--- src/rtl/mcrr_pkg.sv ---
// Shared types and constants for the multi-channel reference reader.
package mcrr_pkg;

  typedef enum logic [1:0] {IDLE, GRANT, ISSUE, DATA} state_e;

  localparam int BLOCK_BASES     = 128;
  localparam int BLOCK_BYTES     = 32;
  localparam int BOUNDARY_BLOCKS = 128;
  localparam int AW              = 25;
  localparam int CNTW            = AW + 1 - 7;

  typedef struct packed {
    logic [5:0]  id;
    logic [31:0] addr;
    logic [7:0]  len;
  } rd_req_t;

  // Blocks in the next burst: capped by what is left, the burst limit and the 4 KB page edge.
  function automatic logic [7:0] burst_len(input logic [CNTW-1:0] rem,
                                           input logic [6:0] addr_lo,
                                           input int max_burst);
    logic [8:0] room;
    logic [8:0] lim;
    room = 9'(BOUNDARY_BLOCKS) - {2'b00, addr_lo};
    lim  = (room < 9'(max_burst)) ? room : 9'(max_burst);
    if (rem < CNTW'(lim)) lim = rem[8:0];
    return lim[7:0];
  endfunction

endpackage

--- src/rtl/multi_channel_ref_reader_rr_arbiter.sv ---
// Round-robin request search starting at ptr, wrapping NUM_CH-1 -> 0.
module rr_arbiter #(
  parameter int NUM_CH = 4,
  localparam int CW = $clog2(NUM_CH)
) (
  input  logic [NUM_CH-1:0] req,
  input  logic [CW-1:0]     ptr,
  output logic [NUM_CH-1:0] grant,
  output logic [CW-1:0]     grant_idx
);

  logic [CW:0]   pos;
  logic [CW-1:0] idx;

  // Walk offsets high to low so the smallest offset from ptr wins.
  always_comb begin
    grant     = '0;
    grant_idx = '0;
    pos       = '0;
    idx       = '0;
    for (int i = NUM_CH - 1; i >= 0; i--) begin
      pos = {1'b0, ptr} + (CW+1)'(i);
      if (pos >= (CW+1)'(NUM_CH)) pos = pos - (CW+1)'(NUM_CH);
      idx = pos[CW-1:0];
      if (req[idx]) begin
        grant      = '0;
        grant[idx] = 1'b1;
        grant_idx  = idx;
      end
    end
  end

endmodule

--- src/rtl/multi_channel_ref_reader.sv ---
// Serves reference-block fetches for NUM_CH engine channels over one AXI read port.
// Optional MCRR_TAIL_MASK_EN zeroes bases past the reference end on a channel's last block.
module multi_channel_ref_reader
  import mcrr_pkg::*;
#(
  parameter int NUM_CH    = 4,
  parameter int MAX_BURST = 16
) (
  input  logic                 clk,
  input  logic                 rst,
  input  logic [NUM_CH*25-1:0] ref_addr_in,
  input  logic [NUM_CH*25-1:0] ref_length_in,
  input  logic [NUM_CH-1:0]    ref_info_valid_in,
  output logic [NUM_CH-1:0]    ref_info_rdy_out,
  output logic [255:0]         ref_seq_block_out,
  output logic [NUM_CH-1:0]    ref_seq_block_valid_out,
  input  logic [NUM_CH-1:0]    ref_seq_block_rdy_in,
  output logic [5:0]           rd_id_out,
  output logic [31:0]          rd_addr_out,
  output logic [7:0]           rd_len_out,
  output logic                 rd_info_valid_out,
  input  logic                 rd_info_rdy_in,
  input  logic [255:0]         rd_data_in,
  input  logic                 rd_data_valid_in,
  output logic                 rd_data_rdy_out
);

  localparam int CW = $clog2(NUM_CH);

  logic [NUM_CH-1:0][AW-1:0] addr_v;
  logic [NUM_CH-1:0][AW-1:0] len_v;
  assign addr_v = ref_addr_in;
  assign len_v  = ref_length_in;

  state_e          state_q, state_d;
  logic [CW-1:0]   cur_q, cur_d;
  logic [CW-1:0]   rr_ptr_q, rr_ptr_d;
  logic [AW-1:0]   addr_q, addr_d;
  logic [CNTW-1:0] rem_q, rem_d;
  logic [7:0]      beats_q, beats_d;
  logic [NUM_CH-1:0] info_rdy_q, info_rdy_d;
  logic            rd_valid_q, rd_valid_d;
  rd_req_t         rd_q, rd_d;

  logic [NUM_CH-1:0] arb_grant;
  logic [CW-1:0]     arb_idx;
  logic [CW-1:0]     next_ptr;
  logic [AW:0]       len_rnd;
  logic              in_data;
  logic              beat_acc;
  logic              issue;
  logic [255:0]      seq_blk;

  rr_arbiter #(.NUM_CH(NUM_CH)) u_arb (
    .req       (ref_info_valid_in),
    .ptr       (rr_ptr_q),
    .grant     (arb_grant),
    .grant_idx (arb_idx)
  );

  assign in_data  = (state_q == DATA);
  assign beat_acc = in_data && rd_data_valid_in && ref_seq_block_rdy_in[cur_q];
  assign next_ptr = (cur_q == CW'(NUM_CH - 1)) ? '0 : cur_q + CW'(1);
  assign len_rnd  = {1'b0, len_v[cur_q]} + (AW+1)'(BLOCK_BASES - 1);

  always_comb begin
    state_d    = state_q;
    cur_d      = cur_q;
    rr_ptr_d   = rr_ptr_q;
    addr_d     = addr_q;
    rem_d      = rem_q;
    beats_d    = beats_q;
    info_rdy_d = '0;
    rd_valid_d = rd_valid_q;
    rd_d       = rd_q;
    issue      = 1'b0;
    unique case (state_q)
      IDLE: begin
        if (|ref_info_valid_in) begin
          cur_d      = arb_idx;
          info_rdy_d = arb_grant;
          state_d    = GRANT;
        end
      end
      GRANT: begin
        addr_d = addr_v[cur_q];
        rem_d  = len_rnd[AW:7];
        if (rem_d == '0) begin
          state_d  = IDLE;
          rr_ptr_d = next_ptr;
        end else begin
          state_d = ISSUE;
          issue   = 1'b1;
        end
      end
      ISSUE: begin
        if (rd_info_rdy_in) begin
          rd_valid_d = 1'b0;
          beats_d    = rd_q.len + 8'd1;
          state_d    = DATA;
        end
      end
      DATA: begin
        if (beat_acc) begin
          addr_d  = addr_q + AW'(1);
          rem_d   = rem_q - CNTW'(1);
          beats_d = beats_q - 8'd1;
          if (beats_q == 8'd1) begin
            if (rem_d != '0) begin
              state_d = ISSUE;
              issue   = 1'b1;
            end else begin
              state_d  = IDLE;
              rr_ptr_d = next_ptr;
            end
          end
        end
      end
      default: state_d = IDLE;
    endcase
    // Request fields are built from the post-update address so they are registered on ISSUE entry.
    if (issue) begin
      rd_valid_d = 1'b1;
      rd_d.id    = 6'(cur_q);
      rd_d.addr  = {2'b00, addr_d, 5'b00000};
      rd_d.len   = burst_len(rem_d, addr_d[6:0], MAX_BURST) - 8'd1;
    end
  end

  always_ff @(posedge clk or posedge rst) begin
    if (rst) begin
      state_q    <= IDLE;
      cur_q      <= '0;
      rr_ptr_q   <= '0;
      addr_q     <= '0;
      rem_q      <= '0;
      beats_q    <= '0;
      info_rdy_q <= '0;
      rd_valid_q <= 1'b0;
      rd_q       <= '0;
    end else begin
      state_q    <= state_d;
      cur_q      <= cur_d;
      rr_ptr_q   <= rr_ptr_d;
      addr_q     <= addr_d;
      rem_q      <= rem_d;
      beats_q    <= beats_d;
      info_rdy_q <= info_rdy_d;
      rd_valid_q <= rd_valid_d;
      rd_q       <= rd_d;
    end
  end

`ifdef MCRR_TAIL_MASK_EN
  logic [6:0] tail_q, tail_d;

  always_comb begin
    tail_d = tail_q;
    if (state_q == GRANT) tail_d = len_v[cur_q][6:0];
  end

  always_ff @(posedge clk or posedge rst) begin
    if (rst) tail_q <= '0;
    else     tail_q <= tail_d;
  end

  always_comb begin
    seq_blk = rd_data_in;
    if (rem_q == CNTW'(1) && tail_q != '0) begin
      for (int i = 0; i < BLOCK_BASES; i++) begin
        if (7'(i) >= tail_q) seq_blk[2*i +: 2] = 2'b00;
      end
    end
  end
`else
  assign seq_blk = rd_data_in;
`endif

  // Data path is a combinational pass-through, only open while a burst is streaming.
  always_comb begin
    ref_seq_block_valid_out = '0;
    if (in_data) ref_seq_block_valid_out[cur_q] = rd_data_valid_in;
  end

  assign ref_seq_block_out = in_data ? seq_blk : '0;
  assign rd_data_rdy_out   = in_data && ref_seq_block_rdy_in[cur_q];
  assign ref_info_rdy_out  = info_rdy_q;
  assign rd_info_valid_out = rd_valid_q;
  assign rd_id_out         = rd_q.id;
  assign rd_addr_out       = rd_q.addr;
  assign rd_len_out        = rd_q.len;

endmodule

--- config.mk ---
export PLATFORM = sky130hd
export DESIGN_NAME = multi_channel_ref_reader
export DESIGN_NICKNAME = d
export VERILOG_FILES = /design/src/rtl/mcrr_pkg.sv /design/src/rtl/multi_channel_ref_reader_rr_arbiter.sv /design/src/rtl/multi_channel_ref_reader.sv
export SDC_FILE = /design/constraint.sdc
export NUM_CORES = 1
export LEC_CHECK = 0
export ABC_AREA = 1
export BUFFER_PORTS_ARGS = -buffer_cell sky130_fd_sc_hd__buf_4
export CORE_AREA = 2 2 304 306
export DETAILED_ROUTE_END_ITERATION = 8
export DIE_AREA = 0 0 306 308
export RECOVER_POWER = 25
export REMOVE_ABC_BUFFERS = 1
export SYNTH_ARGS = -nofsm -noshare
export SYNTH_HDL_FRONTEND = slang
export SYNTH_HIERARCHICAL = 1
export SYNTH_SLANG_ARGS = --single-unit
--- constraint.sdc ---
create_clock -name clk -period 4.7 [get_ports clk]
set_clock_uncertainty 0.1 [all_clocks]
set_input_delay 0.705 -clock clk [delete_from_list [all_inputs] [get_ports clk]]
set_output_delay 0.705 -clock clk [all_outputs]
set_load 0.1 [all_outputs]
==> qor.txt, run 1 <==
Core footprint - 91000 um2
I/O pin cnt - 780
Post-synth cell types - 56
Initial Utilization - 0.124
Status - finished, violations left
Fmax - 229 MHz
RSZ-0062 raised after global routing - yes
NumNets Final - 3247
Crit path launch type - flip-flop
Async set or reset register ratio after synthesis - 1.00
Crit path DAT - 4.52 ns
Share of the synthesized area in the top cell type - 0.218
Filler cells - 10.5k
#FFs+latches synth - 98
Drt pass-1 iters - 5
CTS tree - yes
CTS Hold Bufs - 0
Peak supply drop - 0.155 mV
Final Hold Vio Count - 0
Initial antenna violation count - 36
# rows - 111
Share of cells above drive strength 1 - 0.326
Post-Syn Area - 11200 um2
Synth top area cells - dfrtp_1, nand2_1, nor2_1
Placed Cells - 3921
Failing checks - capacitance limit, slew limit
First-pass GRT wire length - 122 mm
Pwr Density - 385 nW/um2
Ys flop type - dfrtp_1
Overall die width - 306 um
Area delta synth->final - 66.9%
Max-Cap Viols - 1
Minimum clock period - 4.36 ns
Drt wl/cell - 23.8 um
Max-slew violations - 58
DR vias/cell - 4.00
DR iter-0 viols - 914
Syn avg cell area - 5.57 um2
Hold WC Path Type - reg -> reg
YS warnings - 6
DRT antenna net count - 0
Final Non-Filler Cells - 3952
Total grt overflow - 0
Relative slew slack - -0.885
Final wirelength - 94.0 mm
# setup viols final - 0
Sequential-to-total area share from yosys stat - 0.218
Clock tree buffer depth - 2
Setup TNS - 0 ns
# DRC - 0
DR vias - 15.8k
Crit Path Max Fanout - 32
Most frequent cells in the layout - buf_4, nand2_1, nor2_1, inv_1, nand3_1
Number of CTS-inserted buffers - 9
CTS Sinks - 98
EDFF count, synth - 0
PortBufs - 768
P_leak - 10.4 nW
Vias in the first global route - 14.9k
Worst-Skew Late Latency - 0.39 ns
GRT Total Usage - 0.190
Chip height - 308 um
Post-DP HPWL - 82.0 mm
Worst Setup Path Type - reg -> reg
Reg clk slew, reported paths - 0.09 ns
Req. time, crit path - 4.87 ns
Die ar. - 94200 um2
Routability cong. - 0.891
Htree depth - 3
CP Capture Type - flip-flop
Post-synthesis cell count - 2020
Worst Tran Pin Value - 2.81 ns
Clock root cell - clkbuf_16
Final Cycle Share - 0.927
Most common cell after layout, fill and taps aside - buf_4
Area leader, netlist - dfrtp_1
Largest net degree at the start of global routing - 207
worst max-delay path: stages, from the launching register on:
cell	delay, ns
dfrtp_4	0.48
buf_4	0.32
nand2_1	0.10
nand3_1	0.12
nand3_1	0.13
nand2_1	0.09
nand3_1	0.08
nand2_1	0.19
ha_2	0.26
nand4_1	0.09
nand2_1	0.07
inv_1	0.05
nand2_1	0.14
inv_1	0.12
ha_1	0.31
a21oi_1	0.19
o31ai_2	0.10
nor2_4	0.25
nand3_4	0.15
nand2_1	0.10
nand2_1	0.10
ha_1	0.22
inv_1	0.07
nor2_1	0.06
o21ai_0	0.19
o21ai_0	0.11
power by group:
part	total, mW	internal (mW)	switching, mW
clock	0.798	0.377	0.421
sequential	1.45	1.14	0.303
combinational	4.99	1.18	3.82
through the flow:
stage	power, mW	utilization	instance area (um2)	worst slack [ns]	hold slack (ns)
2_1_floorplan	4.82	-	10800	-5.44	0.371
3_5_place_dp	6.47	0.202	18400	-0.0512	0.368
5_1_grt	7.63	0.206	18800	0.0142	0.402
4_1_cts	7.30	0.205	18700	0.140	0.387
6_report	7.24	0.206	18800	0.342	0.380
3_3_place_gp	6.44	0.202	18400	0.150	0.361
layer usage:
layer / track usage / wire length [um] / up-vias
met4: 0.0562 / 2940 / 26
met2: 0.338 / 46700 / 638
met5: 0 / 171 / -
li1: - / - / 7608
met3: 0.0994 / 11600 / 109
met1: 0.191 / 32600 / 7416
Yosys cell counts, types with 4 or more instances:
cell,n
nor3_1,20
xor2_1,21
or2_2,5
o221ai_1,6
nand2_4,4
xnor2_1,7
nand2_1,459
o211ai_1,18
o22ai_1,10
nand2_2,17
nor4_1,5
nand3b_1,4
nand4_1,33
buf_4,16
buf_2,20
a31oi_1,4
a21oi_1,44
inv_2,7
o21ai_0,92
ha_1,26
a221o_1,5
nor2_4,8
o21ai_1,5
buf_1,4
a221oi_1,9
nor2_1,419
dfrtp_1,98
nor2_2,10
inv_1,413
nand3_1,132
nand3_2,11
clkbuf_1,52
kinds of logic (layout without fill, tap and decap cells):
group           count (synthesis)  after routing  synth area share
compound gates                204            204             0.107
mux                             3              3           0.00289
simple gates                 1139           1139             0.434
xor+xnor                       28             28            0.0218
fa+ha+maj                      26             26            0.0289
buf+inv                       520           1247             0.187
flops                          98             98             0.218
other cells                     2             21          0.000668
final timing paths:
check | from | cells after the start | slack [ns] | to
worst max-delay path | cur_q[0]$_DFFE_PP0P_ | 25 | 0.34 | rd_len_out[2]$_DFFE_PP0P_
worst min-delay path | rd_addr_out[21]$_DFFE_PP0P_ | 2 | 0.38 | rd_addr_out[21]$_DFFE_PP0P_
worst max register to register | cur_q[0]$_DFFE_PP0P_ | 25 | 0.34 | rd_len_out[2]$_DFFE_PP0P_
worst min register to register | rd_addr_out[21]$_DFFE_PP0P_ | 2 | 0.38 | rd_addr_out[21]$_DFFE_PP0P_
max in group asynchronous | rst | 3 | 1.22 | state_q[1]$_DFFE_PP0P_
min in group asynchronous | rst | 2 | 0.97 | rd_id_out[1]$_DFFE_PP0P_
final cells by class:
class / instances / area [um2] / share of cell area
Clock buffer: 9 / 225 / 0.0120
Sequential cell: 98 / 2460 / 0.131
Antenna cell: 8 / 20.0 / 0.00107
Clock inverter: 7 / 72.6 / 0.00387
Timing Repair Buffer: 809 / 6140 / 0.327
Multi-Input combinational cell: 1413 / 6780 / 0.361
Inverter: 422 / 1590 / 0.0849
Tap cell: 1186 / 1480 / 0.0791
repair_timing:
action / in CTS / in global routing
resized for setup: 0 / 13
setup endpoints to repair: 0 / 7
setup buffers: 0 / 5
state kept, by name, indices dropped and copies added, names as in the netlist, 4 cells and up:
signal	flops
addr_q	25
beats_q	8
rd_addr_out	25
rd_len_out	8
ref_info_rdy_out	4
rem_q	19
(Power assumes the default switching activity.)
==> inputs of run 2 (changes only) <==
- PLACE_DENSITY_LB_ADDON: default -> 0.25
==> qor.txt, run 2 (same netlist as run 1, synthesis figures left out) <==
Status - finished, violations left (unchanged)
Failing checks - capacitance limit, slew limit (unchanged)
DRT antenna net count - 0 (unchanged)
Crit Path Max Fanout - 10 (was 32)
Worst Tran Pin Value - 2.27 ns (was 2.81 ns)
Total grt overflow - 0 (unchanged)
Final core occ - 0.206 (about the same)
Routability cong. - 0.915 (was 0.891)
CP Capture Type - flip-flop (unchanged)
Pwr Density - 394 nW/um2 (was 385 nW/um2)
Req. time, crit path - 4.93 ns (was 4.87 ns)
CTS Sinks - 98 (unchanged)
Reg clk slew, reported paths - 0.08 ns (was 0.09 ns)
Crit path DAT - 4.61 ns (was 4.52 ns)
Slowest cell on the critical path - dfrtp_1 (was dfrtp_4)
Buf+Inv Stages, Crit Path - 5 (was 4)
Initial antenna violation count - 41 (was 36)
Drt wl/cell - 24.4 um (was 23.8 um)
Initial Utilization - 0.124 (unchanged)
Clock tree buffer depth - 2 (unchanged)
DR vias - 15.6k (was 15.8k)
Clock root cell - clkbuf_16 (unchanged)
FF-to-FF setup slack - 0.33 ns (was 0.34 ns)
Hold path depth - 2 (unchanged)
Final Hold Vio Count - 0 (unchanged)
Post-DP HPWL - 85.2 mm (was 82.0 mm)
Worst Setup SP - state_q[1]$_DFFE_PP0P_ (was cur_q[0]$_DFFE_PP0P_)
DR vias/cell - 3.94 (was 4.00)
R2R depth - 28 (was 25)
Reg-to-reg startpoint - state_q[1]$_DFFE_PP0P_ (was cur_q[0]$_DFFE_PP0P_)
Post-DP Area - 18400 um2 (about the same)
Final Cycle Share - 0.930 (was 0.927)
Drt pass-1 iters - 7 (was 5)
Hold WC Path Type - reg -> reg (unchanged)
Hold Path End - rd_addr_out[23]$_DFFE_PP0P_ (was rd_addr_out[21]$_DFFE_PP0P_)
Fmax - 229 MHz (about the same)
Min-delay src - rd_addr_out[23]$_DFFE_PP0P_ (was rd_addr_out[21]$_DFFE_PP0P_)
Capture point of the worst reg-to-reg path - rd_len_out[6]$_DFFE_PP0P_ (was rd_len_out[2]$_DFFE_PP0P_)
DR iter-0 viols - 973 (was 914)
# DRC - 0 (unchanged)
Worst path max stage delay - 0.53 ns (was 0.48 ns)
Crit path launch type - flip-flop (unchanged)
Number of CTS-inserted buffers - 9 (unchanged)
GRT Total Usage - 0.197 (was 0.190)
Area delta synth->final - 66.6% (was 66.9%)
Vias in the first global route - 15.1k (was 14.9k)
Most common cell after layout, fill and taps aside - buf_4 (unchanged)
Largest net degree at the start of global routing - 140 (was 207)
Share of cells above drive strength 1 - 0.323 (was 0.326)
Chip height - 308 um (unchanged)
NumNets Final - 3251 (was 3247)
Max-Cap Viols - 3 (was 1)
Htree depth - 3 (unchanged)
Worst path most repeated cell - nand2_1 (unchanged)
Critical path depth - 28 (was 25)
Max-slew violations - 103 (was 58)
Overall die width - 306 um (unchanged)
P_leak - 10.4 nW (about the same)
Final wirelength - 96.6 mm (was 94.0 mm)
Overall power - 7.38 mW (was 7.24 mW)
CTS tree - yes (unchanged)
Core footprint - 91000 um2 (unchanged)
Relative slew slack - -0.515 (was -0.885)
PortBufs - 768 (unchanged)
# setup viols final - 0 (unchanged)
I/O pin cnt - 780 (unchanged)
# rows - 111 (unchanged)
Peak supply drop - 0.250 mV (was 0.155 mV)
Most frequent cells in the layout - buf_4, nand2_1, nor2_1, inv_1, nand3_1 (unchanged)
Minimum clock period - 4.37 ns (was 4.36 ns)
Filler cells - 10.7k (was 10.5k)
Die ar. - 94200 um2 (unchanged)
Worst-Skew Late Latency - 0.40 ns (was 0.39 ns)
Worst Setup Path Type - reg -> reg (unchanged)
Fin area - 18700 um2 (was 18800 um2)
First-pass GRT wire length - 127 mm (was 122 mm)
Delay-heaviest family, CP - simple AND/OR/NAND/NOR gates (unchanged)
## run 2: cell count changes in the layout (fill, tap and decap cells not counted), moves of 2 or more
cell / delta
a221oi_1: +2
inv_6: -2
a221oi_2: -2
nand3_1: +2
clkbuf_16: -2
buf_4: +3
clkbuf_1: +6
bufinv_16: +2
nand3_2: -2
diode_2: +2
## run 2: layout make-up
type | instances | area (um2) | share of cell area
Antenna cell | 10 | 25.0 | 0.00134
Clock buffer | 9 | 225 | 0.0120
Clock inverter | 7 | 113 | 0.00601
Inverter | 422 | 1600 | 0.0851
Multi-Input combinational cell | 1413 | 6750 | 0.360
Sequential cell | 98 | 2460 | 0.131
Tap cell | 1186 | 1480 | 0.0792
Timing Repair Buffer | 813 | 6090 | 0.325
## run 2: worst max path at each step
stage | to
global route | rd_len_out[2]$_DFFE_PP0P_
global placement | rd_len_out[6]$_DFFE_PP0P_
CTS | rd_len_out[6]$_DFFE_PP0P_
floorplan | rd_len_out[6]$_DFFE_PP0P_
detailed placement | rd_len_out[6]$_DFFE_PP0P_
finish | rd_len_out[6]$_DFFE_PP0P_
## run 2: report_power, final
part / total (mW) / internal, mW / switching (mW) / leakage, nW
clock: 0.893 / 0.478 / 0.415 / 0.161
combinational: 5.04 / 1.20 / 3.84 / 9.06
sequential: 1.45 / 1.14 / 0.309 / 1.20
total: 7.38 / 2.82 / 4.57 / 10.4
## run 2: what timing repair did
item / 4_1_cts / 5_1_grt
resized for setup: 0 / 5
buffers inserted: 0 / 5
endpoints found under the hold margin: 0 / 0
setup endpoints to repair: 0 / 7
hold buffers: 0 / 0
## run 2: metrics by stage
| step | cells | hold slack [ns] | setup TNS (ns) | setup slack [ns] |
|---|---|---|---|---|
| 2_1_floorplan | 1933 | 0.371 | -1239.39 | -5.44 |
| 3_3_place_gp | 3927 | 0.362 | 0 | 0.113 |
| 3_5_place_dp | 3927 | 0.364 | 0 | 0.0391 |
| 4_1_cts | 3943 | 0.258 | 0 | 0.0988 |
| 5_1_grt | 3951 | 0.411 | -0.000750 | -0.000750 |
| 6_report | 3958 | 0.376 | 0 | 0.328 |
## run 2: worst register-to-register path: cells and delay by family (launching register included)
kind | cells | cell delay (ns)
AND/OR/NAND/NOR | 18 | 2.15
adder cells (fa/ha/maj) | 3 | 0.77
buffers and inverters | 5 | 0.56
flip-flops | 1 | 0.53
AO/OA/AOI/OAI | 2 | 0.21
## run 2: layer usage
layer / wire length (um) / vias to the layer above / part of all wire / global-route usage
met3: 12700 / 92 / 0.13 / 0.116
met1: 36000 / 7298 / 0.37 / 0.211
met5: 211 / - / 0.0022 / 0
met2: 45300 / 545 / 0.47 / 0.331
met4: 2330 / 32 / 0.024 / 0.0459
li1: - / 7624 / - / -
